### config.mk
export PLATFORM = sky130hd
export DESIGN_NAME = dk_sprite_fetch
export DESIGN_NICKNAME = d
export VERILOG_FILES = /design/src/rtl/dk_gfx_pkg.sv /design/src/rtl/dk_sprite_fetch.sv
export SDC_FILE = /design/constraint.sdc
export NUM_CORES = 1
export LEC_CHECK = 0
export ABC_AREA = 1
export CORE_ASPECT_RATIO = 1.2
export CORE_MARGIN = 4
export CORE_UTILIZATION = 50
export DETAILED_ROUTE_END_ITERATION = 8
export PLACE_DENSITY = 0.73
export SYNTH_ARGS = -nofsm -noshare
export SYNTH_HDL_FRONTEND = slang
export SYNTH_SLANG_ARGS = --single-unit
export TNS_END_PERCENT = 20
### constraint.sdc
create_clock -name Clk -period 11.5 [get_ports Clk]
set_input_delay 2.875 -clock Clk [delete_from_list [all_inputs] [get_ports Clk]]
set_output_delay 2.875 -clock Clk [all_outputs]
set_load 0.05 [all_outputs]
### src/rtl/dk_gfx_pkg.sv
// dk_gfx_pkg
//   Shared definitions for the sprite blitter and the palette stage that
//   follows it.
//   - pal_idx_t       : 4-bit palette index carried between the stages
//   - fetch_state_t   : state encoding of the sprite fetch FSM; it is also
//                       visible on dk_sprite_fetch.dbg_state
//   - SCREEN_W/H      : visible area. Pixels at or beyond it are clipped.
//   - TRANSPARENT_IDX : background key colour. It is never drawn.
package dk_gfx_pkg;

    typedef logic [3:0] pal_idx_t;

    typedef enum logic [2:0] {
        ST_IDLE  = 3'd0,
        ST_FETCH = 3'd1,
        ST_WAIT  = 3'd2,
        ST_OUT   = 3'd3,
        ST_DONE  = 3'd4
    } fetch_state_t;

    localparam int unsigned SCREEN_W = 640;
    localparam int unsigned SCREEN_H = 480;

    localparam pal_idx_t TRANSPARENT_IDX = 4'd0;

endpackage

### src/rtl/dk_sprite_fetch.sv
// dk_sprite_fetch
//   Sprite blitter front end. It walks one sprite in a synchronous
//   palette-index ROM in row-major order. For every visible, opaque pixel it
//   emits the palette index and the screen coordinate. Transparent and
//   off-screen pixels are dropped here, so the palette lookup and the
//   framebuffer never see them.
//
// Ports
//   Clk, Reset            : rising-edge clock, asynchronous active-high reset
//   start                 : 1-cycle request. It is sampled only in IDLE.
//   sprite_base, pos_x/y,
//   spr_w/h, flip_h       : sprite descriptor, captured on start
//   rom_addr / rom_data   : ROM read port. Data returns 1 cycle after the address.
//   pix_valid/pix_ready   : output handshake. A pixel transfers on a cycle where
//                           pix_valid && pix_ready. While pix_valid is high and
//                           pix_ready is low, pix_index/pix_x/pix_y hold steady.
//                           pix_valid never drops without an accept.
//   pix_index, pix_x/y    : pixel payload
//   busy                  : high in FETCH, WAIT and OUT
//   done                  : 1-cycle pulse when the sprite is finished
//   dbg_state             : current FSM state (fetch_state_t encoding)
module dk_sprite_fetch
    import dk_gfx_pkg::*;
#(
    parameter int ROM_AW = 16,
    parameter int DIM_W  = 7
) (
    input  logic              Clk,
    input  logic              Reset,
    input  logic              start,
    input  logic [ROM_AW-1:0] sprite_base,
    input  logic [9:0]        pos_x,
    input  logic [9:0]        pos_y,
    input  logic [DIM_W-1:0]  spr_w,
    input  logic [DIM_W-1:0]  spr_h,
    input  logic              flip_h,
    output logic [ROM_AW-1:0] rom_addr,
    input  logic [3:0]        rom_data,
    output logic              pix_valid,
    input  logic              pix_ready,
    output logic [3:0]        pix_index,
    output logic [9:0]        pix_x,
    output logic [9:0]        pix_y,
    output logic              busy,
    output logic              done,
    output logic [2:0]        dbg_state
);

    fetch_state_t      state_q, state_d;
    logic [ROM_AW-1:0] base_q, base_d;
    logic [9:0]        pos_x_q, pos_x_d, pos_y_q, pos_y_d;
    logic [DIM_W-1:0]  w_q, w_d, h_q, h_d;
    logic              flip_q, flip_d;
    logic [DIM_W-1:0]  col_q, col_d, row_q, row_d;
    // Running row*spr_w. It grows by spr_w at each row wrap, so no multiplier is needed.
    logic [ROM_AW-1:0] row_base_q, row_base_d;
    logic [ROM_AW-1:0] rom_addr_q, rom_addr_d;
    logic              pix_valid_q, pix_valid_d;
    pal_idx_t          pix_index_q, pix_index_d;
    logic [9:0]        pix_x_q, pix_x_d, pix_y_q, pix_y_d;
    logic              busy_q, busy_d;
    logic              done_q, done_d;

    logic              advance;
    logic              last_col, last_row;
    logic [10:0]       scr_x, scr_y;
    logic              skip;
    logic [DIM_W-1:0]  rom_col;

    // Screen coordinates use 11 bits so that a carry past 1023 is still clipped.
    assign scr_x    = {1'b0, pos_x_q} + 11'(col_q);
    assign scr_y    = {1'b0, pos_y_q} + 11'(row_q);
    assign skip     = (rom_data == TRANSPARENT_IDX) ||
                      (scr_x >= 11'(SCREEN_W)) || (scr_y >= 11'(SCREEN_H));
    assign last_col = (col_q == w_q - DIM_W'(1));
    assign last_row = (row_q == h_q - DIM_W'(1));

    always_comb begin
        state_d     = state_q;
        base_d      = base_q;
        pos_x_d     = pos_x_q;
        pos_y_d     = pos_y_q;
        w_d         = w_q;
        h_d         = h_q;
        flip_d      = flip_q;
        col_d       = col_q;
        row_d       = row_q;
        row_base_d  = row_base_q;
        rom_addr_d  = rom_addr_q;
        pix_valid_d = pix_valid_q;
        pix_index_d = pix_index_q;
        pix_x_d     = pix_x_q;
        pix_y_d     = pix_y_q;
        busy_d      = busy_q;
        done_d      = 1'b0;
        advance     = 1'b0;
        rom_col     = '0;

        case (state_q)
            ST_IDLE: begin
                if (start) begin
                    base_d     = sprite_base;
                    pos_x_d    = pos_x;
                    pos_y_d    = pos_y;
                    w_d        = spr_w;
                    h_d        = spr_h;
                    flip_d     = flip_h;
                    col_d      = '0;
                    row_d      = '0;
                    row_base_d = '0;
                    if (spr_w == '0 || spr_h == '0) begin
                        state_d = ST_DONE;
                        done_d  = 1'b1;
                    end else begin
                        state_d = ST_FETCH;
                        busy_d  = 1'b1;
                    end
                end
            end
            ST_FETCH: state_d = ST_WAIT;
            ST_WAIT: begin
                if (skip) begin
                    advance = 1'b1;
                end else begin
                    state_d     = ST_OUT;
                    pix_valid_d = 1'b1;
                    pix_index_d = rom_data;
                    pix_x_d     = scr_x[9:0];
                    pix_y_d     = scr_y[9:0];
                end
            end
            ST_OUT: begin
                if (pix_ready) begin
                    pix_valid_d = 1'b0;
                    advance     = 1'b1;
                end
            end
            ST_DONE: state_d = ST_IDLE;
            default: state_d = ST_IDLE;
        endcase

        if (advance) begin
            if (last_col) begin
                col_d      = '0;
                row_d      = row_q + DIM_W'(1);
                row_base_d = row_base_q + ROM_AW'(w_q);
            end else begin
                col_d = col_q + DIM_W'(1);
            end
            if (last_col && last_row) begin
                state_d = ST_DONE;
                done_d  = 1'b1;
                busy_d  = 1'b0;
            end else begin
                state_d = ST_FETCH;
            end
        end

        // The address register is loaded on entry to FETCH, so the ROM sees it during FETCH.
        if (state_d == ST_FETCH) begin
            rom_col    = flip_d ? (w_d - DIM_W'(1) - col_d) : col_d;
            rom_addr_d = base_d + row_base_d + ROM_AW'(rom_col);
        end
    end

    always_ff @(posedge Clk or posedge Reset) begin
        if (Reset) begin
            state_q     <= ST_IDLE;
            base_q      <= '0;
            pos_x_q     <= '0;
            pos_y_q     <= '0;
            w_q         <= '0;
            h_q         <= '0;
            flip_q      <= 1'b0;
            col_q       <= '0;
            row_q       <= '0;
            row_base_q  <= '0;
            rom_addr_q  <= '0;
            pix_valid_q <= 1'b0;
            pix_index_q <= '0;
            pix_x_q     <= '0;
            pix_y_q     <= '0;
            busy_q      <= 1'b0;
            done_q      <= 1'b0;
        end else begin
            state_q     <= state_d;
            base_q      <= base_d;
            pos_x_q     <= pos_x_d;
            pos_y_q     <= pos_y_d;
            w_q         <= w_d;
            h_q         <= h_d;
            flip_q      <= flip_d;
            col_q       <= col_d;
            row_q       <= row_d;
            row_base_q  <= row_base_d;
            rom_addr_q  <= rom_addr_d;
            pix_valid_q <= pix_valid_d;
            pix_index_q <= pix_index_d;
            pix_x_q     <= pix_x_d;
            pix_y_q     <= pix_y_d;
            busy_q      <= busy_d;
            done_q      <= done_d;
        end
    end

    assign rom_addr  = rom_addr_q;
    assign pix_valid = pix_valid_q;
    assign pix_index = pix_index_q;
    assign pix_x     = pix_x_q;
    assign pix_y     = pix_y_q;
    assign busy      = busy_q;
    assign done      = done_q;
    assign dbg_state = state_q;

endmodule

# After elaboration in Yosys (flattened, before gate mapping)
# Cells that the tools add are included.
[word_totals]
regBits = 127
out_inout_bits = 46
wordCells = 92
[classes]
n_addsub = 11
n_reduce_logical = 12
mux = 41
n_eq_ne = 8
n_lt_le_gt_ge = 2
n_bitwise = 1
[ops]
columns = ["cell", "n"]
rows = [
  ["2-to-1 mux 16 bit", 6],
  ["2-to-1 mux 7 bit", 11],
  ["adder 16 x 7 -> 16 bit", 2],
  ["adder 10 x 7 -> 11 bit", 2],
  ["subtractor 7 x 1 -> 7 bit (second input constant)", 3],
  ["adder 16 bit", 1],
  ["2-to-1 mux 1 bit", 16],
  ["2-to-1 mux 3 bit", 5],
  ["adder 7 x 1 -> 7 bit (second input constant)", 2],
  ["== test 7 bit", 2],
  ["logical NOT 7 bit", 2],
  ["case mux 3 bit (4 select lines)", 1],
  [">= comparator 11 x 10 -> 1 bit (second input constant)", 1],
  [">= comparator 11 x 9 -> 1 bit (second input constant)", 1],
  ["subtractor 7 bit", 1],
  ["== test 3 x 1 -> 1 bit (second input constant)", 2],
  ["== test 3 x 2 -> 1 bit (second input constant)", 2],
  ["logical NOT 4 bit", 1],
  ["inequality test 2 bit (second input constant)", 2],
  ["case mux 1 bit (2 select lines)", 2],
  ["AND reduction 2 bit", 2],
  ["logical NOT 3 bit", 1],
  ["logical OR 1 bit", 3],
  ["AND reduction 3 bit", 1],
  ["3 further kinds", 3],
]

# Longest topological paths before layout
[depth]
ltp_word = 10
ltp_mapped = 46
depth_no_buf = 45

# Worst setup path after synthesis
# OpenSTA, ideal clock, no wires.
[synth_timing]
path_type = "input to register"
from = "input rom_data[2]"
to = "register rom_addr_q[13], in the netlist rom_addr[13]"
slack_ns = 4.500
arrival_ns = 6.879
t_required_ns = 11.379
path_buffers = 1
path_stages = 35
setup_ns = 0.121
path_cell_list = "nor4_1 -> a21oi_1 -> nand2_1 -> nor2_2 -> nand3_2 -> nand2_4 -> nand2_2 -> buf_6 -> nor2_4 -> inv_1 -> o21ai_0 -> inv_1 -> ha_1 -> ha_1 -> inv_1 -> nand2_1 -> nand2_1 -> nand2_1 -> a21oi_1 -> o22ai_1 -> fa_1 -> inv_1 -> ha_1 -> a21oi_1 -> and2_1 -> inv_1 -> nand2_1 -> o211ai_1 -> a21o_1 -> a21oi_1 -> inv_1 -> a21oi_1 -> o21bai_1 -> xor2_1 -> o21ai_2"
[synth_between]
elab_chain_len = 9
[synth_rtl]
columns = ["item", "line_no", "rtl"]
rows = [
  ["from (decl)", "dk_sprite_fetch.sv:38", "input logic [3:0] rom_data,"],
  ["logical NOT 4 bit *", "dk_sprite_fetch.sv:73", "assign skip = (rom_data == TRANSPARENT_IDX) ||"],
  ["logical OR 1 bit *", "dk_sprite_fetch.sv:73", ""],
  ["logical OR 1 bit *", "dk_sprite_fetch.sv:74", "(scr_x >= 11'(SCREEN_W)) || (scr_y >= 11'(SCREEN_H));"],
  ["2-to-1 mux 1 bit *", "dk_sprite_fetch.sv:122", "if (skip) begin"],
  ["case mux 1 bit (2 select lines) *", "dk_sprite_fetch.sv:99", "case (state_q)"],
  ["2-to-1 mux 7 bit *", "dk_sprite_fetch.sv:142", "if (advance) begin"],
  ["named net col_d[0]", "dk_sprite_fetch.sv:54", "logic [DIM_W-1:0] col_q, col_d, row_q, row_d;"],
  ["subtractor 7 bit", "dk_sprite_fetch.sv:161", "rom_col = flip_d ? (w_d - DIM_W'(1) - col_d) : col_d;"],
  ["2-to-1 mux 7 bit *", "dk_sprite_fetch.sv:161", ""],
  ["adder 16 x 7 -> 16 bit *", "dk_sprite_fetch.sv:162", "rom_addr_d = base_d + row_base_d + ROM_AW'(rom_col);"],
  ["to (signal assigned)", "dk_sprite_fetch.sv:196", "rom_addr_q <= rom_addr_d;"],
  ["to (decl)", "dk_sprite_fetch.sv:57", "logic [ROM_AW-1:0] rom_addr_q, rom_addr_d;"],
]
# The timed path passes the listed nets; every way through them passes the cells marked *.
# A chain may end at the register's enable or synchronous reset.

# Final worst setup path
[layout_timing]
from = "input rom_data[1]"
to = "register rom_addr_q[13], in the netlist rom_addr[13]"
# The elaborated chain is that of the path after synthesis.

==> impl_metrics.env <==
export IMPL_outcome="finished, final reports clean"
export IMPL_num_antenna_cells=0
export IMPL_fin_skew_ns=0.007459
export IMPL_crit_slowest_cell="fa_1"
export IMPL_grt_busiest_layer="met2"
export IMPL_async_reset_ff_frac=1.000
export IMPL_cp_arrival_ns=8.12
export IMPL_slew_violations=0
export IMPL_gr_total_overflow=0
export IMPL_finalHoldViolCount=0
export IMPL_avgSynthCellArea_um2=7.809
export IMPL_power_frac_comb=0.601
export IMPL_initial_core_util=0.5161
export IMPL_numPortBuffers=104
export IMPL_rows=50
export IMPL_dieHeight_um=147.7
export IMPL_cap_violations=0
export IMPL_ctsHoldBuffers=0
export IMPL_power_mw=3.510
export IMPL_power_switching_mw=1.666
export IMPL_fp_coreArea_um2=15770
export IMPL_postCtsSetupBuffers=0
export IMPL_drive_above_1_share=0.08211
export IMPL_clock_latency_ns=0.42
export IMPL_dr_pass1_iters=5
export IMPL_drc=0
export IMPL_maxSlewHeadroom=0.2772
export IMPL_mostFrequentLayoutCell="nand2_1"
export IMPL_area_delta_synth_final_pct=23.17
export IMPL_peakVddDrop_uv=374.9
export IMPL_finalSetupViolations=0
export IMPL_p_per_area_nw_per_um2=350.2
export IMPL_power_share_sequential=0.224
export IMPL_internal_power_mw=1.844
export IMPL_period_share=0.6811
export IMPL_clock_fmax_ghz=0.1277
export IMPL_wl_mm=19.33
export IMPL_clkSlewWorstSetupHoldPaths_ns=0.06
export IMPL_period_needed_ns=7.832
export IMPL_worstPathMaxFanout=12
export IMPL_grtUsageMet3=0.04915
export IMPL_path_class="primary input to flip-flop"
export IMPL_first_global_vias=6898
export IMPL_whs_ns=0.4748
export IMPL_finalSetupTns_ns=0
export IMPL_post_cts_resized=0
export IMPL_start_kind="primary input"
export IMPL_drt_iter0_markers=479
export IMPL_ys_types=51
export IMPL_end_kind="flip-flop"
export IMPL_yosysTopAreaCell="dfrtp_1"
export IMPL_syn_num_nets=1163
export IMPL_critPathBufInv=6
export IMPL_synthCells=1042
export IMPL_yosys_warnings=0
export IMPL_post_route_util=0.6357
export IMPL_ys_ff_latch=127
export IMPL_synth_ff_type="dfrtp_1"
export IMPL_root_buffer="clkbuf_16"
export IMPL_ant_nets=0
export IMPL_switching_share=0.4745
export IMPL_fin_nets=1265
export IMPL_synth_area_leaders="dfrtp_1 (39%), nand2_1 (15%), ha_1 (7.8%)"
export IMPL_cts_max_level=4
export IMPL_vias_per_cell=5.097
export IMPL_max_stage_delay_ns=0.49
export IMPL_p_clk_frac=0.175
export IMPL_num_vias=6957
export IMPL_synth_edf_count=0
export IMPL_post_drt_wl_per_cell_um=14.16
export IMPL_grt_usage=0.2175
export IMPL_antenna_found_initial=0
export IMPL_die_area_um2=18390
export IMPL_cts_tree="done"
export IMPL_dieWidth_um=124.5
export IMPL_grt_setup_unrepaired="no"
export IMPL_grt_pass1_wl_mm=32.59
export IMPL_pin_count=105
export IMPL_gp_congestion=0.8764
export IMPL_grt_use_met2=0.3639
export IMPL_cts_path_max_buffers=2
export IMPL_syn_area_um2=8137
export IMPL_holdCritPathClass="flip-flop to flip-flop"
export IMPL_met1_usage=0.2734
export IMPL_cts_made_buffers=17
export IMPL_required_ns=11.79
export IMPL_p_leak_nw=5.202
export IMPL_tightest_slew_ns=1.082
export IMPL_cp_top_family="simple AND/OR/NAND/NOR gates"
export IMPL_grt_start_max_net_pins=66
export IMPL_synth_top_area_frac=0.3906
export IMPL_ys_seq_area_frac=0.3906
export IMPL_fillers=1392
export IMPL_clkSinkCount=127
export IMPL_post_dp_hpwl_mm=14.20
export IMPL_layout_common_cells="nand2_1 (317), inv_1 (145), dfrtp_1 (127)"
## synthesized netlist by cell type (2+ instances only)
| cell | instances |
|---|---|
| nor3_2 | 2 |
| a31oi_1 | 3 |
| nand3_2 | 4 |
| o22ai_1 | 3 |
| nor3_1 | 13 |
| a21oi_2 | 3 |
| inv_1 | 147 |
| fa_1 | 11 |
| nand3_1 | 39 |
| nor2_1 | 55 |
| clkbuf_1 | 19 |
| o211ai_1 | 2 |
| nor4_1 | 3 |
| o21bai_1 | 6 |
| nand2_2 | 11 |
| nand2_1 | 318 |
| a21oi_1 | 35 |
| xnor2_1 | 20 |
| dfrtp_1 | 127 |
| buf_6 | 4 |
| nand3b_1 | 4 |
| xor2_1 | 31 |
| ha_1 | 51 |
| o21ai_1 | 3 |
| nand4_1 | 9 |
| nand2_4 | 6 |
| or2_2 | 11 |
| a21o_1 | 2 |
| o21ai_2 | 14 |
| mux2i_1 | 2 |
| o21ai_0 | 64 |
## routing by layer
layer,vias to the layer above,wire length [um]
met1,3187,8395
met5,-,0
met3,38,1099
met2,225,9215
li1,3507,-
met4,0,622
## path summary, 6_finish.rpt
kind | startpoint | endpoint | slack [ns] | depth (start not counted)
setup / recovery | rom_data[1] | rom_addr[13] | 3.67 | 34
hold / removal | pix_valid | pix_valid | 0.47 | 2
setup reg to reg | row_q[0] | rom_addr[13] | 5.23 | 39
hold reg to reg | pix_valid | pix_valid | 0.47 | 2
max in group asynchronous | Reset | base_q[3] | 7.21 | 3
min in group asynchronous | Reset | pix_y[8] | 2.97 | 2
## tightest hold or removal path, delay by kind of cell (launching register included)
family | cells | cell delay [ns]
flip-flops | 1 | 0.35
AND/OR/NAND/NOR | 2 | 0.09
## power by group through the flow
stage               clock network, mW  logic (mW)  registers [mW]
floorplan                           0        1.39           0.985
global placement                    0        2.05           0.784
detailed placement                  0        2.08           0.790
CTS                             0.628        2.11           0.786
global route                    0.651        2.36           0.808
finish                          0.615        2.11           0.785
## layout make-up
class	count	area (um2)	share of cell area
clock buffer	19	442.9	0.04419
sequential	127	3178	0.3171
timing repair buffer	107	1064	0.1061
tap	208	260.3	0.02597
clock inverter	13	235.2	0.02347
inverter	150	568.0	0.05668
multi-input combinational	741	4274	0.4265
## sequential cells by signal, indices dropped and copies added, names as in the netlist, 7 cells and up
register    cells
rom_addr       16
row_q           7
base_q         16
h_q             7
pix_x          10
pos_y_q        10
col_q           7
pix_y          10
w_q             7
pos_x_q        10
row_base_q     16
## kinds of logic (layout without fill, tap and decap cells)
family,count (synthesis),count (layout),share of synthesized area
compound gates,143,143,0.1038
xor+xnor,52,52,0.05690
fa+ha+maj,62,62,0.1055
buf+inv,174,289,0.08442
flops,127,127,0.3906
mux,3,3,0.003844
simple gates,481,481,0.2550
## per-stage QoR
step	setup slack, ns	cell area, um2	std cells
after floorplan	4.500	8137	1042
after global placement	3.471	9344	1333
after detailed placement	3.295	9344	1333
after CTS	3.671	10020	1365
after global routing	3.136	10020	1365
final	3.668	10020	1365
No activity file was read; power rests on OpenSTA's default activity.
